**config.mk**
```make
export PLATFORM = sky130hd
export DESIGN_NAME = square1_anim_ctrl
export DESIGN_NICKNAME = d
export VERILOG_FILES = /design/src/rtl/square1_anim_ctrl.sv
export SDC_FILE = /design/constraint.sdc
export NUM_CORES = 1
export LEC_CHECK = 0
export CORE_MARGIN = 3
export CORE_UTILIZATION = 50
export CTS_BUF_LIST = sky130_fd_sc_hd__clkbuf_2
export CTS_CLUSTER_DIAMETER = 40
export DETAILED_ROUTE_END_ITERATION = 6
export PLACE_DENSITY = 0.75
export SYNTH_ARGS = -nofsm -noshare
export SYNTH_HDL_FRONTEND = slang
export SYNTH_SLANG_ARGS = --single-unit
```
**constraint.sdc**
```tcl
create_clock -name clk -period 2.6 [get_ports clk]
set_input_delay 0.65 -clock clk [delete_from_list [all_inputs] [get_ports clk]]
set_output_delay 0.65 -clock clk [all_outputs]
set_load 0.05 [all_outputs]
```
**src/rtl/square1_anim_ctrl.sv**
```systemverilog
// square1 animation sequencer and double-buffered trail palette.
// Frame and palette updates land together on the vsync-derived boundary tick.
module square1_anim_ctrl #(
  parameter int N_LAG = 15,
  parameter int FW    = 9
) (
  input  logic              clk,
  input  logic              rst_n,
  input  logic              vsync,
  input  logic              run,
  input  logic              dir,
  input  logic              step,
  input  logic [2:0]        speed,
  input  logic              cfg_valid,
  output logic              cfg_ready,
  input  logic [3:0]        cfg_addr,
  input  logic [2:0]        cfg_data,
  input  logic              cfg_commit,
  output logic [FW-1:0]     frame_no,
  output logic              frame_tick,
  output logic [3*N_LAG-1:0] palette,
  output logic [1:0]        state
);

  localparam int PW = 3 * N_LAG;

  typedef enum logic [1:0] {
    S_PAUSE = 2'd0,
    S_RUN   = 2'd1,
    S_ARMED = 2'd2
  } st_e;

  function automatic logic [PW-1:0] dflt_pal();
    logic [PW-1:0] p;
    p = '0;
    for (int i = 0; i < N_LAG; i++) begin
      if (i == 0)      p[3*i +: 3] = 3'b011;
      else if (i <= 2) p[3*i +: 3] = 3'b111;
      else if (i <= 6) p[3*i +: 3] = 3'b110;
      else             p[3*i +: 3] = 3'b101;
    end
    return p;
  endfunction

  localparam logic [PW-1:0] DEF_PAL = dflt_pal();

  // control pins: {speed, step, dir, run}
  logic [5:0] ctl_s1_q, ctl_s2_q;
  logic       step_prev_q;
  logic       vs_q;

  logic       run_s, dir_s, step_s;
  logic [2:0] speed_s;
  logic       step_edge, bnd;

  assign run_s     = ctl_s2_q[0];
  assign dir_s     = ctl_s2_q[1];
  assign step_s    = ctl_s2_q[2];
  assign speed_s   = ctl_s2_q[5:3];
  assign step_edge = step_s & ~step_prev_q;
  assign bnd       = vsync & ~vs_q;

  always_ff @(posedge clk or negedge rst_n) begin
    if (!rst_n) begin
      ctl_s1_q    <= '0;
      ctl_s2_q    <= '0;
      step_prev_q <= 1'b0;
      vs_q        <= 1'b0;
    end else begin
      ctl_s1_q    <= {speed, step, dir, run};
      ctl_s2_q    <= ctl_s1_q;
      step_prev_q <= step_s;
      vs_q        <= vsync;
    end
  end

  st_e           st_q, st_d;
  logic [2:0]    div_q, div_d;
  logic [FW-1:0] frame_q, frame_d;
  logic          tick_q;
  logic          adv;

  always_comb begin
    st_d    = st_q;
    div_d   = div_q;
    frame_d = frame_q;
    adv     = 1'b0;
    unique case (st_q)
      S_PAUSE: begin
        if (run_s) begin
          st_d  = S_RUN;
          div_d = 3'd0;
        end else if (step_edge) begin
          st_d = S_ARMED;
        end
      end
      S_RUN: begin
        if (!run_s) begin
          st_d = S_PAUSE;
        end else if (bnd) begin
          if (div_q == speed_s) begin
            adv   = 1'b1;
            div_d = 3'd0;
          end else begin
            div_d = div_q + 3'd1;
          end
        end
      end
      S_ARMED: begin
        if (run_s) begin
          st_d  = S_RUN;
          div_d = 3'd0;
        end else if (bnd) begin
          adv   = 1'b1;
          div_d = 3'd0;
          st_d  = S_PAUSE;
        end
      end
      default: st_d = S_PAUSE;
    endcase
    if (adv)
      frame_d = dir_s ? frame_q - FW'(1) : frame_q + FW'(1);
  end

  always_ff @(posedge clk or negedge rst_n) begin
    if (!rst_n) begin
      st_q    <= S_PAUSE;
      div_q   <= 3'd0;
      frame_q <= '0;
      tick_q  <= 1'b0;
    end else begin
      st_q    <= st_d;
      div_q   <= div_d;
      frame_q <= frame_d;
      tick_q  <= bnd;
    end
  end

  logic [PW-1:0] shadow_q, shadow_d;
  logic [PW-1:0] act_q, act_d;
  logic          pend_q, pend_d;
  logic          rdy_q, rdy_d;

  // a pending commit only fires on a boundary after the one it arrived with
  always_comb begin
    shadow_d = shadow_q;
    act_d    = act_q;
    pend_d   = pend_q;
    if (cfg_valid && rdy_q) begin
      for (int i = 0; i < N_LAG; i++) begin
        if (cfg_addr == 4'(i))
          shadow_d[3*i +: 3] = cfg_data;
      end
    end
    if (bnd && pend_q) begin
      act_d  = shadow_q;
      pend_d = 1'b0;
    end else if (cfg_commit && rdy_q) begin
      pend_d = 1'b1;
    end
    rdy_d = ~pend_d;
  end

  always_ff @(posedge clk or negedge rst_n) begin
    if (!rst_n) begin
      shadow_q <= DEF_PAL;
      act_q    <= DEF_PAL;
      pend_q   <= 1'b0;
      rdy_q    <= 1'b1;
    end else begin
      shadow_q <= shadow_d;
      act_q    <= act_d;
      pend_q   <= pend_d;
      rdy_q    <= rdy_d;
    end
  end

  assign frame_no   = frame_q;
  assign frame_tick = tick_q;
  assign palette    = act_q;
  assign state      = st_q;
  assign cfg_ready  = rdy_q;

endmodule

```
# After elaboration in Yosys (flattened, before gate mapping)
# Cells that the tools add are included.
# word_totals
register_bits,121
latchBits,0
ram_bits,0
mem_bits_ro,0
inputBits,18
output_inout_bits,58
word_cells,102
mem_count,0
# op_classes
add_sub_neg,3
n_mul,0
n_div,0
magnitude_cmp,0
n_eq_ne,23
shifts,0
muxes,22
bitwise_logic,5
reduce_logical,23
# op_table
cell,n
$reduce_and A2 Y1,15
$eq A4 B4 Y1 const B,7
$mux W3,6
$eq A4 B3 Y1 const B,4
$mux W2,5
$add A9 B1 Y9 const B,1
$mux W9,1
$pmux W3 S3,1
$sub A9 B1 Y9 const B,1
$eq A4 B2 Y1 const B,2
$ne A2 B2 Y1 const B,4
$mux W1,7
$ne A3 B3 Y1 const B,2
$pmux W2 S3,1
$reduce_and A5 Y1,1
$eq A4 B1 Y1 const B,1
$logic_not A4 Y1,1
$add A3 B1 Y3 const B,1
$eq A3 B3 Y1,1
$logic_and A1 B1 Y1,3
$not A1 Y1,3
$reduce_and A3 Y1,1
$reduce_bool A3 Y1,1
$and A1 B1 Y1,2
other kinds (4),4

# Depth between registers and ports, before layout
# Gate-level depths: netlist of the first run.
# depth
word_depth,5
depth_mapped,8

# Worst setup path after synthesis of the first run
# Ideal clock, no wire load.
# synth_timing
path_type,register to register
start,register frame_q[0] (netlist: frame_no[0])
end,register frame_q[8] (netlist: frame_no[8])
arrival_time_ns,2.078
t_required_ns,2.460
path_slack_ns,0.381
path_stages_with_launch,7
synth_period_minus_slack_ns,2.219
path_cell_list,dfrtp_1 -> fa_1 -> a211oi_1 -> o21ai_0 -> a311o_1 -> nand3_2 -> xnor2_1
# synth_between
elab_chain_len,2
elab_cells_between_ends,3
cone_classes,add/sub (2); mux (1)
# synth_rtl
item,line,text
from (decl),79,"logic [FW-1:0] frame_q, frame_d;"
from (signal assigned),134,frame_q <= frame_d;
$add A9 B1 Y9 / $sub A9 B1 Y9 (equally long branches),122,frame_d = dir_s ? frame_q - FW'(1) : frame_q + FW'(1);
$mux W9 (*),122,
# Mark *: on every way between the ends. The rest lies on a longest branch, timed or not.
# A chain may end at the register's enable or synchronous reset.

# Worst setup path after layout of the first run
# layout_timing
start,register frame_q[5] (netlist: frame_no[5])
end,output frame_no[5]
# layout_lines
item,line,text
to (decl),19,"output logic [FW-1:0] frame_no,"
# No word-level cell between the ends.

==> metrics.md, run 1 <==
| Metric | Value |
|---|---|
| Slew @ Worst Pin | around 620 ps |
| Cell area after layout | slightly above 6000 um^2 |
| Kind of end point of the critical path | output port |
| Status | finished, final reports clean |
| Total number of yosys warnings | 0 |
| Count of routing violations after the opening detailed-route iteration | between 50 and 60 |
| Worst hold path type | reg -> reg |
| Crit path max-delay family | buffers and inverters |
| Clock tree from TritonCTS | built |
| Pin count of the biggest net entering global routing | 53 |
| Leakage power | roughly 2.9 nW |
| Setup Crit Path Kind | reg -> out |
| Seq/Total Area, Yosys | 62.47% |
| Bufs and invs on worst path | 1 |
| Synthesized area | approximately 5000 um^2 |
| Startpoint class of the critical path | flip-flop |
| Number of antenna violations at the first check in global routing | 0 |
| Largest stage delay on the critical path | roughly 820 ps |
| Post-synthesis average cell area | about 15 um^2 |
| Final hold vios | 0 |
| Max-slew violation total from the final report | 0 |
| Overall Global Routing Usage | between 10% and 20% |
| Worst EP arrival | between 1500 and 2000 ps |
| Antenna-violating nets left | 0 |
| Core area | 9459 um^2 |
| Timing-limited maximum frequency | between 0.4 and 0.5 GHz |
| # rows | 35 |
| Die Span Y | roughly 110 um |
| Largest fanout on the critical path | 3 |
| Overflow left after global routing | 0 |
| Total number of vias | just under 3,000 |
| Worst R2R Path Depth | 6 |
| Final worst path period need | 2495 ps |
| Clock sink count | between 100 and 150 |
| Die Outline Area | 11,190 um^2 |
| Via count of the first global-routing pass | 3,033 |
| Number of remaining DRC errors | 0 |
| Later-pin clock latency in the skew report | ~640 ps |
| Relative max-transition margin | 58.55% |
| Series of cell instances along the critical path | clkdlybuf4s50_1 |
| Slowest library cell on the worst path | clkdlybuf4s50_1 |
| Worst clock skew on the final layout | approximately 38 ps |
| Most common cell after layout, fill and taps aside | mux2_2 |
| Number of fill cells in the layout | 743 |
| I/O pin count | 76 |
| Most used cells in the layout excluding fill and tap cells | mux2_2 (97), dfstp_2 (65), dfrtp_1 (56), dlygate4sd2_1 (36), clkdlybuf4s50_1 (30) |
| Number of distinct library cells after synthesis | 39 |
| Worst path required time | roughly 2000 ps |
| Number of search-and-repair iterations in the first detailed-routing pass | 4 |
| Synth Instances | between 300 and 400 |
| TritonCTS Buffers | 17 |
| Area growth syn-to-layout | 24.46% |
| Placed instance area | between 5000 and 6000 um^2 |
| Final-stage net count | 456 |
| Unrepaired setup endpoints after global routing | false |
| Cell taking the most area after synthesis | dfstp_2 |
| Synth top area share | 34.31% |
| Hpwl dp | 6254 um |
| Max-capacitance violation count | 0 |
| Syn Nets | about 370 |
| Final setup viols | 0 |
| Die width | approximately 110 um |
| Overall routed net length | 9060 um |
| Initial Util | approximately 53% |
| Wire length of the first global-routing pass | 14,960 um |
| Final total negative setup slack | 0 ps |
| Top cells by area in the synthesized netlist | dfstp_2 (34%), dfrtp_1 (28%), mux2_2 (22%), ha_1 (2.8%), xnor2_1 (1.1%) |
| Port Buffers | 75 |
| Number of diodes added for antenna fixing | 0 |
| Total power after layout | 0.007703 W |
| Power per unit of standard cell area | about 1200 nW/um^2 |
| Clock slew seen by the registers of the worst setup and hold paths | 190 ps |
| Clk buf depth | 2 |
| CTS H-Tree Depth | 4 |
| Via-to-Cell Ratio | approximately 5.2 |
| Root cell of the clock tree | clkbuf_2 |
| Final cycle utilization of the critical path | between 90% and 100% |
| VDD IR-drop max | approximately 570 uV |
| Routed wire length per instance | roughly 16 um |
| Logic depth of the worst setup path including buffers | 1 |
| Gpl congestion | 0.8351 |
| Number of cells on the worst hold path | 0 |
| Setup bufs post-CTS | 0 |
| Synthesis-stage register bit count | ~120 |
| Share of layout cells above drive strength 1 | between 40% and 50% |
[kinds of logic after synthesis]
kind of cell	after synthesis	synth area share (%)
muxes	97	21.95
and+or+nand+nor	46	4.801
adders and majority gates	12	3.167
buffers and inverters	14	1.307
AOI/OAI and AO/OA	34	4.374
xor gates and xnor gates	11	1.936
DFF	121	62.47
[worst reg2reg max path, delay by kind of cell (launching register included)]
kind	cells	cell delay [ps]
and+or+nand+nor	2	610
DFF	1	470
AOI/OAI and AO/OA	1	430
muxes	1	390
adders and majority gates	1	260
buffers and inverters	1	110
[stage by stage]
stage / std cells / util (%) / worst slack [ps] / hold slack, ps
finish: 568 / 65.49 / 105.4 / 372.0
global route: 568 / 65.49 / 2.803 / 349.0
CTS: 568 / 65.28 / 28.51 / 375.7
detailed placement: 535 / 62.39 / 190.6 / 334.7
global placement: 535 / 62.39 / 211.3 / 331.6
floorplan: 335 / - / 381.4 / 331.2
[synthesized netlist by cell type]
library cell  count
nand3_1           2
or3_1             2
nor2_1           12
or4_1             2
dfrtp_1          56
xor2_1            5
fa_1              1
inv_1             6
buf_6             1
xnor2_1           6
o41ai_1           1
nand4b_1          1
dfstp_2          65
o22a_1            1
buf_2             4
o21bai_1          1
a21oi_1           8
or4b_4            1
a211oi_1          2
a21o_1            2
a22oi_1           1
nor3_1            2
or2_1             1
o21a_1            1
mux2_2           97
nand2_1          12
ha_1             11
nor4_1            1
a31oi_1           1
a311o_1           1
nand3_2           1
o21ai_0           9
nand4_1           1
and3_1            1
o211ai_1          2
clkbuf_1          3
o31ai_1           3
nand2b_1          7
o311ai_0          1
[power breakdown]
group          internal [W]  leakage (nW)  switching [W]
clock network      0.000734         0.174       0.000705
registers           0.00283          1.39       0.000387
logic               0.00115          1.33        0.00190
[routing by layer]
metal	track usage, %	up-vias	part of all wire, %
li1	-	1393	-
met1	22.13	1498	45
met2	27.41	60	50
met3	4.960	7	3.9
met4	7.123	0	1.2
met5	0	-	0
[repair_timing]
action | in CTS | in global routing
hold buffers | 1 | 0
setup endpoints to repair | 36 | 8
resized for setup | 36 | 8
hold endpoints to repair | 10 | 0
[area by class of cell]
class / count / area [um^2] / share of cell area (%)
multi-input combinational: 200 / 1805 / 29.15
tap: 129 / 161.4 / 2.606
timing repair buffer: 80 / 788.3 / 12.72
inverter: 6 / 22.52 / 0.3636
clock inverter: 15 / 222.7 / 3.595
sequential: 121 / 3109 / 50.19
clock buffer: 17 / 85.08 / 1.373
[path summary, 6_finish.rpt]
path	from	endpoint	slack, ps
hold reg to reg	ctl_s1_q[0]	ctl_s2_q[0]	370
setup / recovery	frame_no[5]	frame_no[5]	110
max in group asynchronous	rst_n	palette[21]	1250
setup reg to reg	state[1]	frame_no[4]	240
hold / removal	ctl_s1_q[0]	ctl_s2_q[0]	370
min in group asynchronous	rst_n	frame_no[8]	520
[sequential cells by signal, summed over array words and instances (netlist names)]
signal / flops
palette: 45
vs_q: 1
frame_no: 9
shadow_q: 45
pend_q: 1
frame_tick: 1
ctl_s1_q: 6
step_prev_q: 1
ctl_s2_q: 6
div_q: 3
state: 2
cfg_ready: 1
Power figures use the tool's default switching activity.
==> inputs of run 2 (changes only) <==
--- a/config.mk
+++ b/config.mk
@@ -7,9 +7,10 @@
 export LEC_CHECK = 0
 export CORE_MARGIN = 3
 export CORE_UTILIZATION = 50
-export CTS_BUF_LIST = sky130_fd_sc_hd__clkbuf_2
+export CTS_BUF_LIST = sky130_fd_sc_hd__clkbuf_8
 export CTS_CLUSTER_DIAMETER = 40
 export DETAILED_ROUTE_END_ITERATION = 6
+export MAX_ROUTING_LAYER = met4
 export PLACE_DENSITY = 0.75
 export SYNTH_ARGS = -nofsm -noshare
 export SYNTH_HDL_FRONTEND = slang
==> metrics.md, run 2 (same netlist as run 1, synthesis figures left out) <==
| Metric | Value |
|---|---|
| # rows | 35 (unchanged) |
| Final hold vios | 0 (unchanged) |
| Wire length of the first global-routing pass | 15,070 um (+0.74%) |
| VDD IR-drop max | 587.8 uV (+2.3%) |
| Number of antenna violations at the first check in global routing | 0 (unchanged) |
| Hold buffers post-CTS | 0 (-1) |
| Worst R2R Path Depth | 6 (unchanged) |
| Later-pin clock latency in the skew report | 410 ps (-230 ps) |
| Worst path required time | 1950 ps (about the same) |
| Number of remaining DRC errors | 0 (unchanged) |
| Core area | 9459 um^2 (unchanged) |
| Timing-limited maximum frequency | 0.4059 GHz (+1.3%) |
| Final setup viols | 0 (unchanged) |
| Worst EP arrival | 1810 ps (-30 ps) |
| Worst hold path type | in -> async |
| Largest fanout on the critical path | 5 (+2) |
| Overflow left after global routing | 0 (unchanged) |
| Total number of vias | 2,936 (-0.74%) |
| R2R Path End | frame_no[1] |
| Clk buf depth | 2 (unchanged) |
| Overall routed net length | 9095 um (+0.39%) |
| CTS H-Tree Depth | 4 (unchanged) |
| Clock sink count | 121 (unchanged) |
| Antenna-violating nets left | 0 (unchanged) |
| Initial Util | 52.62% (unchanged) |
| Die Outline Area | 11,190 um^2 (unchanged) |
| Via count of the first global-routing pass | 3,044 (+0.36%) |
| Power per unit of standard cell area | 1317 nW/um^2 (+5.9%) |
| Hpwl dp | 6254 um (unchanged) |
| Met1 global-route usage | 22.88% (+0.75 points) |
| Clock tree from TritonCTS | built |
| Clock slew seen by the registers of the worst setup and hold paths | 70 ps (-120 ps) |
| Kind of end point of the critical path | output port |
| Final worst setup slack | 136.3 ps (+30.85 ps) |
| Area growth syn-to-layout | 28.15% |
| Dpl ws | 190.6 ps (unchanged) |
| Gpl congestion | 0.8480 (+1.5%) |
| Root cell of the clock tree | clkbuf_8 |
| Number of resized instances in the post-cts repair step | 0 (-100%) |
| Die Span Y | 105.8 um (unchanged) |
| Final total negative setup slack | 0 ps (unchanged) |
| Crit path max-delay family | buffers and inverters |
| Pin count of the biggest net entering global routing | 53 (unchanged) |
| Beginning of the worst register-to-register path | state[1] |
| Final-stage net count | 455 (-0.22%) |
| Number of diodes added for antenna fixing | 0 (unchanged) |
| Most used cells in the layout excluding fill and tap cells | mux2_2 (97), clkdlybuf4s50_1 (74), dfstp_2 (65), dfrtp_1 (56), clkbuf_8 (19) |
| Number of search-and-repair iterations in the first detailed-routing pass | 4 (unchanged) |
| Final cycle utilization of the critical path | 94.76% (-1.2 points) |
| Setup slack on the worst flop-to-flop path | 230 ps (about the same) |
| Busiest layer in global routing | met2 |
| Leakage power | 2.718 nW (-5.9%) |
| Unrepaired setup endpoints after global routing | false |
| Setup Crit Path Kind | reg -> out |
| Crit path launch | cfg_ready |
| Port Buffers | 75 (unchanged) |
| Bufs and invs on worst path | 1 (unchanged) |
| Startpoint class of the critical path | flip-flop |
| Relative max-transition margin | 57.74% (-0.81 points) |
| Slew @ Worst Pin | 631.9 ps (+12.13 ps) |
| Setup bufs post-CTS | 0 (unchanged) |
| Count of routing violations after the opening detailed-route iteration | 64 (+14%) |
| Met3 track demand over resource in global routing | 4.409% (-0.55 points) |
| Worst clock skew on the final layout | 11.95 ps (-25.97 ps) |
| Via-to-Cell Ratio | 5.178 (-0.57%) |
| Most common cell after layout, fill and taps aside | mux2_2 |
| Max-slew violation total from the final report | 0 (unchanged) |
| Met2 track utilization from global routing | 27.50% (+0.091 points) |
| Max-capacitance violation count | 0 (unchanged) |
| Status | finished, final reports clean |
| Slowest library cell on the worst path | clkdlybuf4s50_1 |
| Final worst path period need | 2464 ps (-30.85 ps) |
| Series of cell instances along the critical path | clkdlybuf4s50_1 |
| Share of layout cells above drive strength 1 | 46.12% (+0.56 points) |
| Total power after layout | 0.008398 W (+9.0%) |
| Overall Global Routing Usage | 17.80% (+0.59 points) |
| TritonCTS Buffers | 17 (unchanged) |
| Die width | 105.8 um (unchanged) |
| Routed wire length per instance | 16.04 um (+0.56%) |
| I/O pin count | 76 (unchanged) |
| Largest stage delay on the critical path | 820 ps (about the same) |
## run 2: per-stage QoR
stage,instance area (um^2),hold WS (ps),utilization [%],std cells
2_1_floorplan,4977,331.2,-,335
3_3_place_gp,5902,331.6,62.39,535
5_1_grt,6379,228.4,67.43,567
3_5_place_dp,5902,334.7,62.39,535
6_report,6379,211.3,67.43,567
4_1_cts,6379,216.1,67.43,567
## run 2: layer usage
metal	wire length, um	vias up	part of all wire (%)
li1	-	1380	-
met1	4148	1487	46
met2	4524	63	50
met3	343	6	3.8
met4	79	0	0.87
met5	0	-	0
## run 2: worst max path at each step
| stage | to | cells after the start |
|---|---|---|
| global placement | frame_no[6] | 5 |
| floorplan | frame_no[8] | 6 |
| CTS | cfg_ready | 1 |
| global route | cfg_ready | 1 |
| detailed placement | frame_no[7] | 5 |
| finish | cfg_ready | 1 |
## run 2: layout make-up
type | count | area, um^2
clock buffer | 19 | 261.5
clock inverter | 13 | 215.2
sequential | 121 | 3109
inverter | 6 | 22.52
timing repair buffer | 79 | 803.3
tap | 129 | 161.4
fill | 714 | 3080
multi-input combinational | 200 | 1805
## run 2: report_power, final
| group | internal, W | switching [W] |
|---|---|---|
| Clock | 0.00121 | 0.000743 |
| Sequential | 0.00284 | 0.000402 |
| Combinational | 0.00131 | 0.00190 |
| Total | 0.00536 | 0.00304 |
## run 2: worst reg2reg max path, cell delays in order, from the launching register on
cell and delay [ps]:
dfrtp_1 430, inv_1 110, ha_1 260, nand2_1 100, o41ai_1 440, and3_1 520
mux2_2 400
==> inputs of run 3 (changes only) <==
--- a/config.mk
+++ b/config.mk
@@ -6,12 +6,12 @@
 export NUM_CORES = 1
 export LEC_CHECK = 0
 export CORE_MARGIN = 3
-export CORE_UTILIZATION = 50
+export CORE_UTILIZATION = 56
 export CTS_BUF_LIST = sky130_fd_sc_hd__clkbuf_8
 export CTS_CLUSTER_DIAMETER = 40
 export DETAILED_ROUTE_END_ITERATION = 6
 export MAX_ROUTING_LAYER = met4
-export PLACE_DENSITY = 0.75
+export PLACE_DENSITY = 0.82
 export SYNTH_ARGS = -nofsm -noshare
 export SYNTH_HDL_FRONTEND = slang
 export SYNTH_SLANG_ARGS = --single-unit
==> metrics.md, run 3 (same netlist as run 1, synthesis figures left out) <==
| Metric | Value |
|---|---|
| Root cell of the clock tree | clkbuf_8 |
| Clock slew seen by the registers of the worst setup and hold paths | 80 ps (about the same) |
| Final worst path period need | 2481 ps (+17.45 ps) |
| Final total negative setup slack | 0 ps (unchanged) |
| Series of cell instances along the critical path | clkdlybuf4s50_1 |
| Slowest library cell on the worst path | clkdlybuf4s50_1 |
| Timing-limited maximum frequency | 0.4030 GHz (-0.70%) |
| Via-to-Cell Ratio | 5.491 (+6.0%) |
| Final hold vios | 0 (unchanged) |
| Kind of end point of the critical path | output port |
| Final worst setup slack | 118.8 ps (-17.44 ps) |
| Unrepaired setup endpoints after global routing | false |
| Leakage power | 2.692 nW (-0.97%) |
| Slew @ Worst Pin | 688.9 ps (+56.98 ps) |
| Clk buf depth | 2 (unchanged) |
| Total number of vias | 2,987 (+1.7%) |
| Crit path max-delay family | buffers and inverters |
| Status | finished, final reports clean |
| Final-stage net count | 456 (+0.22%) |
| Logic depth of the worst setup path including buffers | 1 (unchanged) |
| Worst path required time | 1950 ps (about the same) |
| Setup Crit Path Kind | reg -> out |
| Overflow left after global routing | 0 (unchanged) |
| Area growth syn-to-layout | 26.70% |
| Worst slack on hold paths | 223.4 ps (+12.15 ps) |
| Die width | 100.3 um (-5.2%) |
| Power per unit of standard cell area | 1297 nW/um^2 (-1.5%) |
| Worst hold path type | in -> async |
| Number of diodes added for antenna fixing | 0 (unchanged) |
| Clock sink count | 121 (unchanged) |
| Worst clock skew on the final layout | 7.461 ps (-4.485 ps) |
| TritonCTS Buffers | 17 (unchanged) |
| Clock tree from TritonCTS | built |
| Via count of the first global-routing pass | 3,105 (+2.0%) |
| VDD IR-drop max | 740.2 uV (+26%) |
| Die Outline Area | 10,060 um^2 (-10%) |
| Wire length of the first global-routing pass | 15,510 um (+2.9%) |
| Finished Layout Cells | 544 (-4.1%) |
| Startpoint class of the critical path | flip-flop |
| Largest fanout on the critical path | 5 (unchanged) |
| Dpl ws | 130.2 ps (-60.45 ps) |
| Antenna-violating nets left | 0 (unchanged) |
| I/O pin count | 76 (unchanged) |
| Max-slew violation total from the final report | 0 (unchanged) |
| Final setup viols | 0 (unchanged) |
| Overall routed net length | 9242 um (+1.6%) |
| Die Span Y | 100.3 um (-5.2%) |
| Worst EP arrival | 1830 ps (+20 ps) |
| Count of routing violations after the opening detailed-route iteration | 129 (+100%) |
| Total power after layout | 0.008179 W (-2.6%) |
| Later-pin clock latency in the skew report | 410 ps (about the same) |
| Core area | 8423 um^2 (-11%) |
| Number of resized instances in the post-cts repair step | 0 (unchanged) |
| Overall Global Routing Usage | 20.41% (+2.6 points) |
| # rows | 33 (-5.7%) |
| Largest stage delay on the critical path | 830 ps (about the same) |
| Most common cell after layout, fill and taps aside | mux2_2 |
| Final cycle utilization of the critical path | 95.43% (+0.67 points) |
| Pin count of the biggest net entering global routing | 46 (-13%) |
| Initial Util | 59.09% (+6.5 points) |
| Number of antenna violations at the first check in global routing | 0 (unchanged) |
| Hpwl dp | 6311 um (+0.90%) |
| Max-capacitance violation count | 0 (unchanged) |
| Gpl congestion | 0.8485 (about the same) |
| Setup bufs post-CTS | 0 (unchanged) |
| Routed wire length per instance | 16.99 um (+5.9%) |
| Most used cells in the layout excluding fill and tap cells | mux2_2 (97), clkdlybuf4s50_1 (74), dfstp_2 (65), dfrtp_1 (56), clkbuf_8 (17) |
| Placed Cells incl. Taps | 512 (-4.3%) |
| Port Buffers | 75 (unchanged) |
| Number of remaining DRC errors | 0 (unchanged) |
| Relative max-transition margin | 53.93% (-3.8 points) |
| Hold buffers post-CTS | 0 (unchanged) |
| Share of layout cells above drive strength 1 | 45.79% (-0.33 points) |
| Bufs and invs on worst path | 1 (unchanged) |
| CTS H-Tree Depth | 4 (unchanged) |
| Worst R2R Path Depth | 6 (unchanged) |
| Number of search-and-repair iterations in the first detailed-routing pass | 4 (unchanged) |
## run 3: stage by stage
step	instance area, um^2	util, %
after floorplan	4977	-
after global placement	5892	69.95
after detailed placement	5892	69.95
after CTS	6306	74.87
after global routing	6306	74.87
final	6306	74.87
## run 3: area by class of cell
class | count | area [um^2]
Sequential cell | 121 | 3109
Inverter | 6 | 22.52
Clock inverter | 15 | 180.2
Fill cell | 563 | 2117
Clock buffer | 17 | 234.0
Timing Repair Buffer | 80 | 823.3
Multi-Input combinational cell | 200 | 1805
Tap cell | 105 | 131.4
## run 3: routing by layer
layer  wire length (um)  vias to the layer above  global-route usage (%)
met5                  0                        -                       -
met4                 82                        0                   5.907
met3                363                       10                   4.864
met2               4694                       70                   32.11
met1               4102                     1527                   26.65
li1                   -                     1380                       -
## run 3: worst paths after layout
kind / start / to / slack, ps
max: cfg_ready / cfg_ready / 120
min: rst_n / palette[28] / 220
max reg2reg: state[1] / frame_no[5] / 200
min reg2reg: ctl_s1_q[4] / ctl_s2_q[4] / 350
max in group asynchronous: rst_n / palette[8] / 1690
min in group clk: ctl_s1_q[4] / ctl_s2_q[4] / 350
## run 3: report_power, final
part	internal [W]	switching, W	total [W]	leakage, nW
Sequential	0.00284	0.000404	0.00324	1.39
Combinational	0.00131	0.00191	0.00323	1.10
Clock	0.000950	0.000756	0.00171	0.201
